### src/rtl/dds_increment_estimator_if.sv
// Control and result signals of the DDS increment estimator.
// COUNT_WIDTH must match the estimator instance it connects to.
interface dds_increment_estimator_if #(
    parameter int COUNT_WIDTH = 32
);
    logic                   enable;
    logic                   marker_in;
    logic [31:0]            increment;
    logic                   increment_valid;
    logic [COUNT_WIDTH-1:0] gate_cycles;
    logic                   busy;
    logic                   timeout;

    modport master (
        output enable, marker_in,
        input  increment, increment_valid, gate_cycles, busy, timeout
    );
    modport slave (
        input  enable, marker_in,
        output increment, increment_valid, gate_cycles, busy, timeout
    );
endinterface

### src/rtl/dds_increment_estimator.sv
// Counts reference cycles across 2^GATE_LOG2 marker periods, then divides
// 2^(32+GATE_LOG2) by that count to give the DDS phase increment.
module dds_increment_estimator #(
    parameter int GATE_LOG2   = 10,
    parameter int COUNT_WIDTH = 32
) (
    input  logic                      clk,
    input  logic                      reset_in,
    dds_increment_estimator_if.slave  bus
);
    localparam int RW = COUNT_WIDTH + 1;
    localparam int NW = GATE_LOG2 + 1;
    localparam logic [NW-1:0] LAST_EDGE = NW'((1 << GATE_LOG2) - 1);
    localparam logic [RW-1:0] REM_INIT  = RW'(1) << GATE_LOG2;
    localparam logic [31:0]   INC_RESET = 32'h3333_3333;

    typedef enum logic [2:0] {
        S_IDLE,
        S_ARM,
        S_COUNT,
        S_DIVIDE,
        S_DONE
    } state_t;

    state_t                 state_q, state_d;
    logic                   sync1_q, sync2_q, prev_q;
    logic                   enable_prev_q;
    logic [COUNT_WIDTH-1:0] cyc_q, cyc_d;
    logic [NW-1:0]          nedge_q, nedge_d;
    logic [COUNT_WIDTH-1:0] gate_q, gate_d;
    logic [RW-1:0]          rem_q, rem_d;
    logic [31:0]            quot_q, quot_d;
    logic [4:0]             iter_q, iter_d;
    logic [31:0]            inc_q, inc_d;
    logic                   valid_q, valid_d;
    logic                   timeout_q, timeout_d;

    logic                   marker_edge;
    logic                   en_rise;
    logic [RW:0]            rem_dbl;
    logic [RW:0]            div_ext;
    logic                   fits;

    assign marker_edge = sync2_q & ~prev_q;
    assign en_rise     = bus.enable & ~enable_prev_q;

    // Remainder stays below the divisor, so doubling needs only one extra bit.
    assign rem_dbl = {rem_q, 1'b0};
    assign div_ext = {2'b00, gate_q};
    assign fits    = (rem_dbl >= div_ext);

    always_comb begin
        // NOTE: every next-state value gets a hold default first so no path infers a latch.
        state_d   = state_q;
        cyc_d     = cyc_q;
        nedge_d   = nedge_q;
        gate_d    = gate_q;
        rem_d     = rem_q;
        quot_d    = quot_q;
        iter_d    = iter_q;
        inc_d     = inc_q;
        valid_d   = 1'b0;
        timeout_d = timeout_q & ~en_rise;

        if (state_q != S_IDLE && !bus.enable) begin
            state_d = S_IDLE;
        end else begin
            unique case (state_q)
                S_IDLE: begin
                    if (bus.enable) state_d = S_ARM;
                end
                S_ARM: begin
                    if (marker_edge) begin
                        cyc_d   = '0;
                        nedge_d = '0;
                        state_d = S_COUNT;
                    end
                end
                S_COUNT: begin
                    cyc_d = cyc_q + COUNT_WIDTH'(1);
                    if (marker_edge) nedge_d = nedge_q + NW'(1);
                    if (&cyc_q) begin
                        timeout_d = 1'b1;
                        state_d   = S_ARM;
                    end else if (marker_edge && nedge_q == LAST_EDGE) begin
                        gate_d  = cyc_q + COUNT_WIDTH'(1);
                        rem_d   = REM_INIT;
                        quot_d  = '0;
                        iter_d  = '0;
                        state_d = S_DIVIDE;
                    end
                end
                S_DIVIDE: begin
                    rem_d  = fits ? RW'(rem_dbl - div_ext) : RW'(rem_dbl);
                    quot_d = {quot_q[30:0], fits};
                    iter_d = iter_q + 5'd1;
                    if (&iter_q) state_d = S_DONE;
                end
                S_DONE: begin
                    inc_d   = quot_q;
                    valid_d = 1'b1;
                    state_d = S_ARM;
                end
                default: state_d = S_IDLE;
            endcase
        end
    end

    // NOTE: sequential state uses non-blocking assignments so all registers update together.
    always_ff @(posedge clk) begin
        if (reset_in) begin
            state_q       <= S_IDLE;
            sync1_q       <= 1'b0;
            sync2_q       <= 1'b0;
            prev_q        <= 1'b0;
            enable_prev_q <= 1'b0;
            cyc_q         <= '0;
            nedge_q       <= '0;
            gate_q        <= '0;
            rem_q         <= '0;
            quot_q        <= '0;
            iter_q        <= '0;
            inc_q         <= INC_RESET;
            valid_q       <= 1'b0;
            timeout_q     <= 1'b0;
        end else begin
            state_q       <= state_d;
            sync1_q       <= bus.marker_in;
            sync2_q       <= sync1_q;
            prev_q        <= sync2_q;
            enable_prev_q <= bus.enable;
            cyc_q         <= cyc_d;
            nedge_q       <= nedge_d;
            gate_q        <= gate_d;
            rem_q         <= rem_d;
            quot_q        <= quot_d;
            iter_q        <= iter_d;
            inc_q         <= inc_d;
            valid_q       <= valid_d;
            timeout_q     <= timeout_d;
        end
    end

    assign bus.increment       = inc_q;
    assign bus.increment_valid = valid_q;
    assign bus.gate_cycles     = gate_q;
    assign bus.busy            = (state_q != S_IDLE);
    assign bus.timeout         = timeout_q;
endmodule
### src/flat_wrapper.sv
// flat-port wrapper written by rule: the top's interface ports become plain ports
module dds_increment_estimator_flat 
#(
    parameter int GATE_LOG2   = 10,
    parameter int COUNT_WIDTH = 32
)
  (clk, reset_in, bus_enable, bus_marker_in, bus_increment, bus_increment_valid, bus_gate_cycles, bus_busy, bus_timeout);
  dds_increment_estimator_if #(.COUNT_WIDTH(COUNT_WIDTH)) bus_i ();
  input  logic clk;
  input  logic reset_in;
  input wire logic [$bits(bus_i.enable)-1:0] bus_enable;
  input wire logic [$bits(bus_i.marker_in)-1:0] bus_marker_in;
  output wire logic [$bits(bus_i.increment)-1:0] bus_increment;
  output wire logic [$bits(bus_i.increment_valid)-1:0] bus_increment_valid;
  output wire logic [$bits(bus_i.gate_cycles)-1:0] bus_gate_cycles;
  output wire logic [$bits(bus_i.busy)-1:0] bus_busy;
  output wire logic [$bits(bus_i.timeout)-1:0] bus_timeout;
  assign bus_i.enable = bus_enable;
  assign bus_i.marker_in = bus_marker_in;
  assign bus_increment = bus_i.increment;
  assign bus_increment_valid = bus_i.increment_valid;
  assign bus_gate_cycles = bus_i.gate_cycles;
  assign bus_busy = bus_i.busy;
  assign bus_timeout = bus_i.timeout;
  dds_increment_estimator #(.GATE_LOG2(GATE_LOG2), .COUNT_WIDTH(COUNT_WIDTH)) u_core (.clk(clk), .reset_in(reset_in), .bus(bus_i));
endmodule
### config.mk
export PLATFORM = sky130hd
export DESIGN_NAME = dds_increment_estimator_flat
export DESIGN_NICKNAME = d
export VERILOG_FILES = /design/src/rtl/dds_increment_estimator_if.sv /design/src/rtl/dds_increment_estimator.sv /design/src/flat_wrapper.sv
export SDC_FILE = /design/constraint.sdc
export NUM_CORES = 1
export LEC_CHECK = 0
export ABC_AREA = 0
export ABC_CLOCK_PERIOD_IN_PS = 3100
export CAP_MARGIN = 5
export CORE_AREA = 2 2 132 134
export CTS_CLUSTER_SIZE = 25
export DETAILED_ROUTE_END_ITERATION = 10
export DIE_AREA = 0 0 134 136
export HOLD_SLACK_MARGIN = 0.03
export MAX_ROUTING_LAYER = met4
export PLACE_DENSITY = 0.79
export SYNTH_ARGS = -nofsm -noshare
export SYNTH_HDL_FRONTEND = slang
export SYNTH_SLANG_ARGS = --single-unit
### constraint.sdc
create_clock -name clk -period 3.1 [get_ports clk]
set_clock_uncertainty 0.2 [all_clocks]
set_input_delay 0.31 -clock clk [delete_from_list [all_inputs] [get_ports clk]]
set_output_delay 0.31 -clock clk [all_outputs]
set_load 0.01 [all_outputs]
==> run metrics <==
outcome finished clean; Routed Antenna Nets 0; Leakage 4.43 nW; initial antenna violation count 0; chip width 134 um; Avg Cell Area, Syn 8.20 um^2; count of final setup violators 0; Hold Path Origin bus_marker_in; CTS tree yes; startpoint types flip-flop; reg2reg setup slack 140 ps; clk sinks 186; Synth cell types 65; Pwr per Cell Area 453 nW/um^2; layout cells sized above 1 11.0%; DR iter-0 viols 632; VDD IR max 0.411 mV; Post-DP HPWL 16500 um; # H-tree levels 4; Register Area 3720 um^2; Die Height 136 um; via count 8756; non-filler cells, final 1491; clock period minus worst slack 2960 ps; crit share post-route 95.6%; fmax 338 MHz; WS Path Type flip-flop to flip-flop; Fin Hold WS 223 ps; ANT cells 0; vias in the first global route 8117; ys flop type dfxtp_1; Seq/Total Area, Yosys 38.3%; Syn Std Cell Area 9730 um^2; reg-to-reg startpoint u_core.bus.gate_cycles[8]; Multi-input gate area 5560 um^2; RSZ-0062 raised after global routing false; I/O pins 71; vias per cell 5.87; CP required 3230 ps; Synth async-reset ratio 0%; # port buffers 70; routability-driven placement congestion ratio 0.940; Max Cap Viol 0; relative slew slack 41.1%; Mapped Cells 1186; YS warnings 0; Net Count, Synth 1227; Worst-Margin Slew 883 ps; final core occ 68.0%; final wirelength 24400 um; number of hold violations in the final report 0; reg2reg end u_core.rem_q[29]; clk_lat worst skew 440 ps; EDFF count, synth 0; first-pass GRT wire length 39800 um; Layout fillers 1371; grt total ovfl 0; Net count, final 1294; P&R area growth vs syn 17.9%; worst r2r path cells 11; row cnt 48; Hold Crit Depth 2; drt wl/cell 16.4 um; starting density of the core 57.7%; CTS Buf Count 17; Pre-Repair DR Iteration Count 5; buffer depth of the longest clock path 2; HP Class primary input to flip-flop; core area 16900 um^2; # DRC 0; Critical path destination u_core.rem_q[29]; Root Buffer clkbuf_16; CP startpoint u_core.bus.gate_cycles[8]; fin. max-slew vios 0; Worst Path Arrival 3090 ps; flops & latches, synth 186; die area 18200 um^2; placed insts 1456; clock transition at the registers of the reported paths 80 ps; GR Util All Layers 27.7%; Setup crit end kind flip-flop; pin count of the biggest net entering global routing 91; Critical Path Fanout Max 5
[critical path: stages (launching register included)]
cell and delay (ps):
dfxtp_1 350, inv_1 60, ha_1 350, a21oi_1 190
o21ai_0 130, or3_1 400, o211a_1 230, nor2_1 180
a21oi_1 170, a2111oi_4 380, xnor2_1 150, o21ai_0 80
[routing by layer]
| metal | vias to the layer above | share of wire [%] | GRT usage [%] |
|---|---|---|---|
| met4 | 0 | 2.5 | 9.75 |
| met5 | - | 0 | - |
| met3 | 52 | 5.1 | 4.96 |
| met1 | 4174 | 45 | 35.3 |
| li1 | 4285 | - | - |
| met2 | 245 | 48 | 44.6 |
[area by class of cell]
class / instances / area share (%)
multi-input combinational: 885 / 48.4
sequential: 186 / 32.4
timing repair buffer: 118 / 9.79
clock buffer: 17 / 3.71
tap: 225 / 2.45
clock inverter: 15 / 1.69
inverter: 45 / 1.47
[cells in the mapped netlist, drive strengths merged, types with 24 or more instances]
cell,n,area (um^2)
nand2,139,524
dfxtp,186,3720
xor2,29,254
inv,45,169
buf,24,163
a21o,27,203
ha,36,450
clkbuf,47,176
nor2,159,599
a22oi,44,330
a211oi,30,375
o21ai,68,340
a21oi,95,475
nand3,31,160
xnor2,41,359
[worst min path at each step]
stage	endpoint	slack, ps
after floorplan	u_core.sync2_q	210
after global placement	u_core.sync2_q	230
after CTS	u_core.sync1_q	210
after detailed placement	u_core.sync2_q	230
after global routing	u_core.sync1_q	230
final	u_core.sync1_q	220
[power breakdown]
group | switching [W] | total (W) | leakage, nW | internal (W)
logic | 0.000311 | 0.000562 | 2.63 | 0.000251
clock network | 0.00112 | 0.00222 | 0.299 | 0.00110
registers | 0.0000186 | 0.00242 | 1.50 | 0.00240
total | 0.00145 | 0.00520 | 4.43 | 0.00375
[through the flow]
step	setup WS, ps	total power (W)	instance area, um^2	setup TNS, ps
finish	138	0.00520	11500	0
global route	1.04	0.00538	11500	0
CTS	59.5	0.00521	11400	0
detailed placement	-36.9	0.00301	10800	-242
global placement	48.9	0.00300	10800	0
floorplan	183	0.00286	9730	0
[state kept, by name (all words and copies together) (netlist names)]
signal and flops:
u_core.prev_q 1, u_core.state_q 3, u_core.bus.increment_valid 1, u_core.nedge_q 11
u_core.enable_prev_q 1, u_core.bus.timeout 1, u_core.iter_q 5, u_core.quot_q 32
u_core.sync1_q 1, u_core.rem_q 33, u_core.cyc_q 32, u_core.sync2_q 1
u_core.bus.increment 32, u_core.bus.gate_cycles 32
[kinds of logic (layout without fill, tap and decap cells)]
family	Yosys count	in the layout	share of synthesized area, %
AND/OR/NAND/NOR	450	451	21.8
AO/OA/AOI/OAI	308	308	21.6
flip-flops	186	186	38.3
buffers and inverters	116	195	5.22
XOR/XNOR	70	70	6.30
adder cells (fa/ha/maj)	38	38	4.94
multiplexers	18	18	1.88
[repair_timing]
| item | in CTS | in global routing |
|---|---|---|
| pin swaps | 0 | 3 |
| gates resized for setup | 1 | 12 |
| endpoints found under the setup margin | 9 | 44 |
| endpoints found under the hold margin | 6 | 0 |
| setup buffers | 0 | 1 |
| hold buffers | 1 | 0 |
| gates cloned | 0 | 1 |
[layout by cell type, fill, tap and decap left out, drive strengths merged, types with 16 or more instances in the layout]
cell type / n
a21o: 27
a21oi: 95
dfxtp: 186
clkbuf: 17
ha: 36
and3: 21
xor2: 29
buf: 48
inv: 51
nand3b: 20
nand2: 139
xnor2: 41
nor2: 160
nor3: 18
nand3: 31
o21ai: 68
or3: 16
a211oi: 30
clkdlybuf4s50: 69
a22oi: 44
mux2i: 16
No activity file was read; power rests on OpenSTA's default activity.
